$ cat config.mk
export PLATFORM = sky130hd
export DESIGN_NAME = div_unit
export DESIGN_NICKNAME = d
export VERILOG_FILES = /design/src/rtl/riscv_pkg.sv /design/src/rtl/div_unit.sv
export SDC_FILE = /design/constraint.sdc
export NUM_CORES = 1
export LEC_CHECK = 0
export CAP_MARGIN = 20
export CELL_PAD_IN_SITES_DETAIL_PLACEMENT = 2
export CELL_PAD_IN_SITES_GLOBAL_PLACEMENT = 2
export CORE_ASPECT_RATIO = 1.2
export CORE_MARGIN = 2
export CORE_UTILIZATION = 39
export CTS_CLUSTER_DIAMETER = 100
export CTS_CLUSTER_SIZE = 28
export DETAILED_ROUTE_END_ITERATION = 6
export DONT_BUFFER_PORTS = 1
export PLACE_DENSITY = 0.94
export SLEW_MARGIN = 25
export SYNTH_ARGS = -nofsm -noshare
export SYNTH_HDL_FRONTEND = slang
export SYNTH_SLANG_ARGS = --single-unit
$ cat constraint.sdc
create_clock -name clk -period 5.4 [get_ports clk]
set_clock_uncertainty 0.1 [all_clocks]
set_input_delay 0.54 -clock clk [delete_from_list [all_inputs] [get_ports clk]]
set_output_delay 0.54 -clock clk [all_outputs]
set_load 0.01 [all_outputs]
$ cat src/rtl/riscv_pkg.sv
// Shared definitions for the RV32 core: XLEN, the 4-bit ALU op codes also used
// by the control unit, and the state encoding of the iterative divider.
package riscv_pkg;

    localparam int XLEN  = 32;
    localparam int CNT_W = $clog2(XLEN) + 1;

    localparam logic [3:0] ALU_DIV  = 4'b1011;
    localparam logic [3:0] ALU_DIVU = 4'b1100;
    localparam logic [3:0] ALU_REM  = 4'b1101;
    localparam logic [3:0] ALU_REMU = 4'b1110;

    typedef enum logic [1:0] {
        S_IDLE = 2'b00,
        S_CALC = 2'b01,
        S_FIX  = 2'b10,
        S_DONE = 2'b11
    } div_state_t;

    function automatic logic is_div_op(input logic [3:0] code);
        return (code == ALU_DIV) || (code == ALU_DIVU) ||
               (code == ALU_REM) || (code == ALU_REMU);
    endfunction

endpackage

$ cat src/rtl/div_unit.sv
// Iterative radix-2 restoring divider for RV32M DIV/DIVU/REM/REMU.
// One quotient bit per cycle, MSB first; signed ops divide magnitudes and fix signs at the end.
module div_unit #(
    parameter int XLEN  = riscv_pkg::XLEN,
    parameter int CNT_W = $clog2(XLEN) + 1
) (
    input  logic            clk,
    input  logic            rst,
    input  logic            start,
    input  logic [3:0]      alu_control,
    input  logic [XLEN-1:0] src_a,
    input  logic [XLEN-1:0] src_b,
    input  logic            flush,
    output logic            busy,
    output logic            done,
    output logic [XLEN-1:0] result,
    output logic [1:0]      dbg_state_o
);
    import riscv_pkg::*;

    // Handshake: start is sampled only in IDLE with a valid op code and flush low;
    // busy stays high while the core must stall, done pulses once with result valid.

    div_state_t      state_q;
    logic [CNT_W-1:0] cnt_q;
    logic [XLEN-1:0] quo_q;
    logic [XLEN:0]   rem_q;
    logic [XLEN-1:0] dvs_q;
    logic            neg_quo_q;
    logic            neg_rem_q;
    logic            is_rem_q;
    logic            busy_q;
    logic            done_q;
    logic [XLEN-1:0] result_q;

    logic            accept;
    logic            req_signed;
    logic            req_rem;
    logic            a_neg;
    logic            b_neg;
    logic [XLEN-1:0] a_mag;
    logic [XLEN-1:0] b_mag;
    logic            div_zero;
    logic            overflow;
    logic            special;
    logic [XLEN-1:0] special_res;
    logic [XLEN:0]   rem_sh;
    logic [XLEN:0]   trial;
    logic            q_bit;
    logic [XLEN:0]   rem_d;
    logic [XLEN-1:0] quo_d;
    logic [XLEN-1:0] fix_quo;
    logic [XLEN-1:0] fix_rem;
    logic [XLEN-1:0] fix_res;

    always_comb begin
        accept      = start && (state_q == S_IDLE) && is_div_op(alu_control) && !flush;
        req_signed  = (alu_control == ALU_DIV) || (alu_control == ALU_REM);
        req_rem     = (alu_control == ALU_REM) || (alu_control == ALU_REMU);
        a_neg       = req_signed && src_a[XLEN-1];
        b_neg       = req_signed && src_b[XLEN-1];
        a_mag       = a_neg ? (~src_a + 1'b1) : src_a;
        b_mag       = b_neg ? (~src_b + 1'b1) : src_b;
        div_zero    = (src_b == '0);
        overflow    = req_signed && (src_a == {1'b1, {(XLEN-1){1'b0}}}) && (src_b == '1);
        special     = div_zero || overflow;
        if (div_zero) begin
            special_res = req_rem ? src_a : '1;
        end else begin
            special_res = req_rem ? '0 : src_a;
        end
    end

    // A set top bit means the shifted partial remainder already exceeds any divisor.
    always_comb begin
        rem_sh  = {rem_q[XLEN-1:0], quo_q[XLEN-1]};
        trial   = rem_sh - {1'b0, dvs_q};
        q_bit   = !trial[XLEN] || rem_q[XLEN];
        rem_d   = q_bit ? trial : rem_sh;
        quo_d   = {quo_q[XLEN-2:0], q_bit};
        fix_quo = neg_quo_q ? (~quo_q + 1'b1) : quo_q;
        fix_rem = neg_rem_q ? (~rem_q[XLEN-1:0] + 1'b1) : rem_q[XLEN-1:0];
        fix_res = is_rem_q ? fix_rem : fix_quo;
    end

    always_ff @(posedge clk or posedge rst) begin
        if (rst) begin
            state_q   <= S_IDLE;
            cnt_q     <= '0;
            quo_q     <= '0;
            rem_q     <= '0;
            dvs_q     <= '0;
            neg_quo_q <= 1'b0;
            neg_rem_q <= 1'b0;
            is_rem_q  <= 1'b0;
            busy_q    <= 1'b0;
            done_q    <= 1'b0;
            result_q  <= '0;
        end else begin
            done_q <= 1'b0;
            case (state_q)
                S_IDLE: begin
                    if (accept) begin
                        is_rem_q  <= req_rem;
                        neg_quo_q <= a_neg ^ b_neg;
                        neg_rem_q <= a_neg;
                        cnt_q     <= '0;
                        if (special) begin
                            result_q <= special_res;
                            done_q   <= 1'b1;
                            state_q  <= S_DONE;
                        end else begin
                            quo_q   <= a_mag;
                            rem_q   <= '0;
                            dvs_q   <= b_mag;
                            busy_q  <= 1'b1;
                            state_q <= S_CALC;
                        end
                    end
                end
                S_CALC: begin
                    if (flush) begin
                        busy_q  <= 1'b0;
                        state_q <= S_IDLE;
                    end else begin
                        quo_q <= quo_d;
                        rem_q <= rem_d;
                        if (cnt_q == CNT_W'(XLEN - 1)) begin
                            state_q <= S_FIX;
                        end else begin
                            cnt_q <= cnt_q + 1'b1;
                        end
                    end
                end
                S_FIX: begin
                    busy_q <= 1'b0;
                    if (flush) begin
                        state_q <= S_IDLE;
                    end else begin
                        result_q <= fix_res;
                        done_q   <= 1'b1;
                        state_q  <= S_DONE;
                    end
                end
                S_DONE: begin
                    state_q <= S_IDLE;
                end
                default: begin
                    busy_q  <= 1'b0;
                    state_q <= S_IDLE;
                end
            endcase
        end
    end

    assign busy        = busy_q;
    assign done        = done_q;
    assign result      = result_q;
    assign dbg_state_o = state_q;

endmodule

==> flow_summary.toml <==
[sta]
slew_viol_final = 0
worst_pin_slew_ns = 1.02
hold_ws_ns = 0.0228
rsz0062_at_grt = "false"
slew_headroom = 0.321
finalSetupViolCount = 0
clock.fmax_ghz = 0.234
hold_viol_final = 0
finalCritPeriodShare = 0.790
setup-tns-final_ns = 0
min_period_ns = 4.27

[setup_path]
crit_arrival_ns = 4.45
worstSetupEndpointType = "flip-flop"
path_cells = "inv_1 > ha_1 > fa_1 > nand2b_1 > a21o_1 > and3_1 > o31a_1 > o31ai_2 > o2bb2ai_1 > mux2i_4 > buf_4 > mux2i_1 > o21ai_0"
rrSetupSlack_ns = 1.13
reg2reg_depth = 13
cp_max_fo = 20
critPathLaunchType = "flip-flop"
rr_endpoint = "rem_q[5]"
cp_top_family = "compound AO/OA/AOI/OAI gates"
crit_required_ns = 5.58
path_buf_inv = 2
slowest_stage = "mux2i_4"
worst_path_largest_cell_delay_ns = 0.51
critical_path_class = "flip-flop to flip-flop"
r2r_start = "quo_q[31]"

[clocking]
clock_sinks = 142
cts_tree = "built"
cts_buffers = 17
root_buffer = "clkbuf_16"
cts.clk_slew.worst_paths_ns = 0.06
clk_latency_ns = 0.45
clock_path_buffers = 2
postCtsSetupRepairBufs = 0
cts_resized = 0
h-tree-depth = 4
cts_hold_buf = 0

[yosys]
synth_ff_type = "dfrtp_1"
async_flop_share = 1.00
netlist_area_um2 = 11300
yosysSeqAreaShare = 0.313
ys_ff_latch = 142
syn_inst = 1448
synth_nets = 1562
synth_edf_count = 0
yosys.cell_types.count = 79
syn_area_per_cell_um2 = 7.83
synth_warnings = 0

[global_routing]
overflow = 0
antenna_found_initial = 0
grt_max_degree = 95
grt_pass1_wl_mm = 71.3
grt_pass1_vias = 12468
track_usage = 0.297

[route]
top_layer_used = "met4"
drt-met1-wl_mm = 18.3
drc = 0
ant_nets = 0
routed_via_density = 6.23
num_vias = 11189
dr_wl_met2_mm = 23.0
routed-wl-met3_mm = 2.03
routedWlPerCell_um = 25.0
drt_iter0_drc = 693
finalWirelength_mm = 44.9
firstDrtPassIters = 5

[finish]
nFillCells = 3263
syn_to_final_growth_pct = 7.21
layout.cells.non_filler = 1796
final_nets = 1514
fin_util = 0.424
diodes = 0
drive_gt1_frac = 0.0602

[place]
portBuffers = 0
gp_congestion = 0.839
place_hpwl_mm = 31.0
dp.cells = 1766

[power]
power.density_nw_per_um2 = 561
leakage_nw = 4.87
vdd_drop_max_mv = 0.239

[floorplanning]
die_area_um2 = 30500
io_pins = 108
die_w_um = 160
num_rows = 68
start_util = 0.396
die_y_um = 191
coreArea_um2 = 28700

[run_status]
status = "completed"

[min_path]
min_path_type = "input port to async pin"

[run]
cap_viol_max_count = 0
[sequential cells by signal, indices dropped and copies added (netlist names)]
name         cells
quo_q           32
result          32
neg_rem_q        1
cnt_q            6
neg_quo_q        1
dvs_q           32
done             1
rem_q           33
is_rem_q         1
busy             1
dbg_state_o      2
[power breakdown]
| part | total, mW | switching, mW | internal (mW) |
|---|---|---|---|
| registers | 2.08 | 0.580 | 1.50 |
| clock network | 1.16 | 0.478 | 0.682 |
| logic | 3.58 | 2.33 | 1.25 |
[synthesized netlist by cell type, drive strengths merged (3+ instances only)]
master / number / area (um2)
a211oi: 5 / 37.5
a21boi: 3 / 22.5
a21o: 13 / 97.6
a21oi: 149 / 749
a22oi: 3 / 22.5
a31oi: 14 / 87.6
and2: 8 / 50.1
and3: 5 / 31.3
buf: 30 / 178
clkbuf: 54 / 203
dfrtp: 142 / 3550
ha: 41 / 513
inv: 62 / 233
mux2: 6 / 71.3
mux2i: 26 / 273
nand2: 174 / 661
nand2b: 13 / 88.8
nand3: 16 / 80.1
nand3b: 3 / 22.5
nand4: 18 / 113
nor2: 131 / 499
nor2b: 9 / 56.3
nor3: 15 / 80.1
nor4: 15 / 115
o211ai: 12 / 95.1
o21a: 8 / 60.1
o21ai: 189 / 950
o22ai: 5 / 31.3
o31ai: 37 / 297
o41ai: 17 / 156
or2: 9 / 56.3
or3: 22 / 153
or4: 14 / 113
xnor2: 67 / 587
xor2: 83 / 727
[cell usage in the layout (no fill, tap or decap), drive strengths merged, types with 17 or more instances in the layout]
cell type	instances
o21ai	189
nand2	174
a21oi	149
dfrtp	142
nor2	131
xor2	83
xnor2	67
inv	62
ha	41
o31ai	37
mux2i	26
or3	22
clkbuf	22
nand4	18
o41ai	17
buf	17
[stage by stage]
stage	power (mW)	instance area [um2]	worst slack, ns
after floorplan	4.43	11300	0.950
after global placement	5.11	11600	1.32
after detailed placement	5.46	11600	1.06
after CTS	6.79	12200	1.15
after global routing	7.25	12200	1.03
final	6.82	12200	1.13
[worst reg2reg max path, stage by stage (launching register included)]
cell and delay [ns]:
dfrtp_1 0.42, inv_1 0.08, ha_1 0.25, fa_1 0.42, nand2b_1 0.21, a21o_1 0.19, and3_1 0.19, o31a_1 0.36
o31ai_2 0.34, o2bb2ai_1 0.24, mux2i_4 0.51, buf_4 0.39, mux2i_1 0.25, o21ai_0 0.16
[worst max-delay path by stage]
stage              start   endpoint  cells after the start
3_3_place_gp   src_a[12]  rem_q[26]                     11
3_5_place_dp    src_a[0]  rem_q[31]                     13
6_report       quo_q[31]   rem_q[5]                     13
5_1_grt        quo_q[31]   rem_q[5]                     13
4_1_cts        quo_q[31]   rem_q[5]                     13
2_1_floorplan        rst       busy                      1
[kinds of logic (layout without fill, tap and decap cells)]
family                     after synthesis  in the layout  synth area share
adders and majority gates               42             42            0.0470
xor gates and xnor gates               150            150             0.116
muxes                                   32             32            0.0303
buffers and inverters                  146            109            0.0541
DFF                                    142            142             0.313
and+or+nand+nor                        460            460             0.193
AOI/OAI and AO/OA                      476            476             0.246
[final cells by class]
class                      instances  area (um2)  area share
clock inverter                     8        92.6     0.00761
clock buffer                      22         454      0.0373
tap                              385         482      0.0396
timing repair buffer              17         140      0.0115
sequential                       142        3560       0.292
inverter                          62         238      0.0195
multi-input combinational       1160        7200       0.592
[metal layers]
layer,vias up,track usage
met2,351,0.531
met3,116,0.0487
li1,5007,-
met1,5715,0.353
met5,-,0
met4,0,0.124
(Power assumes the default switching activity.)
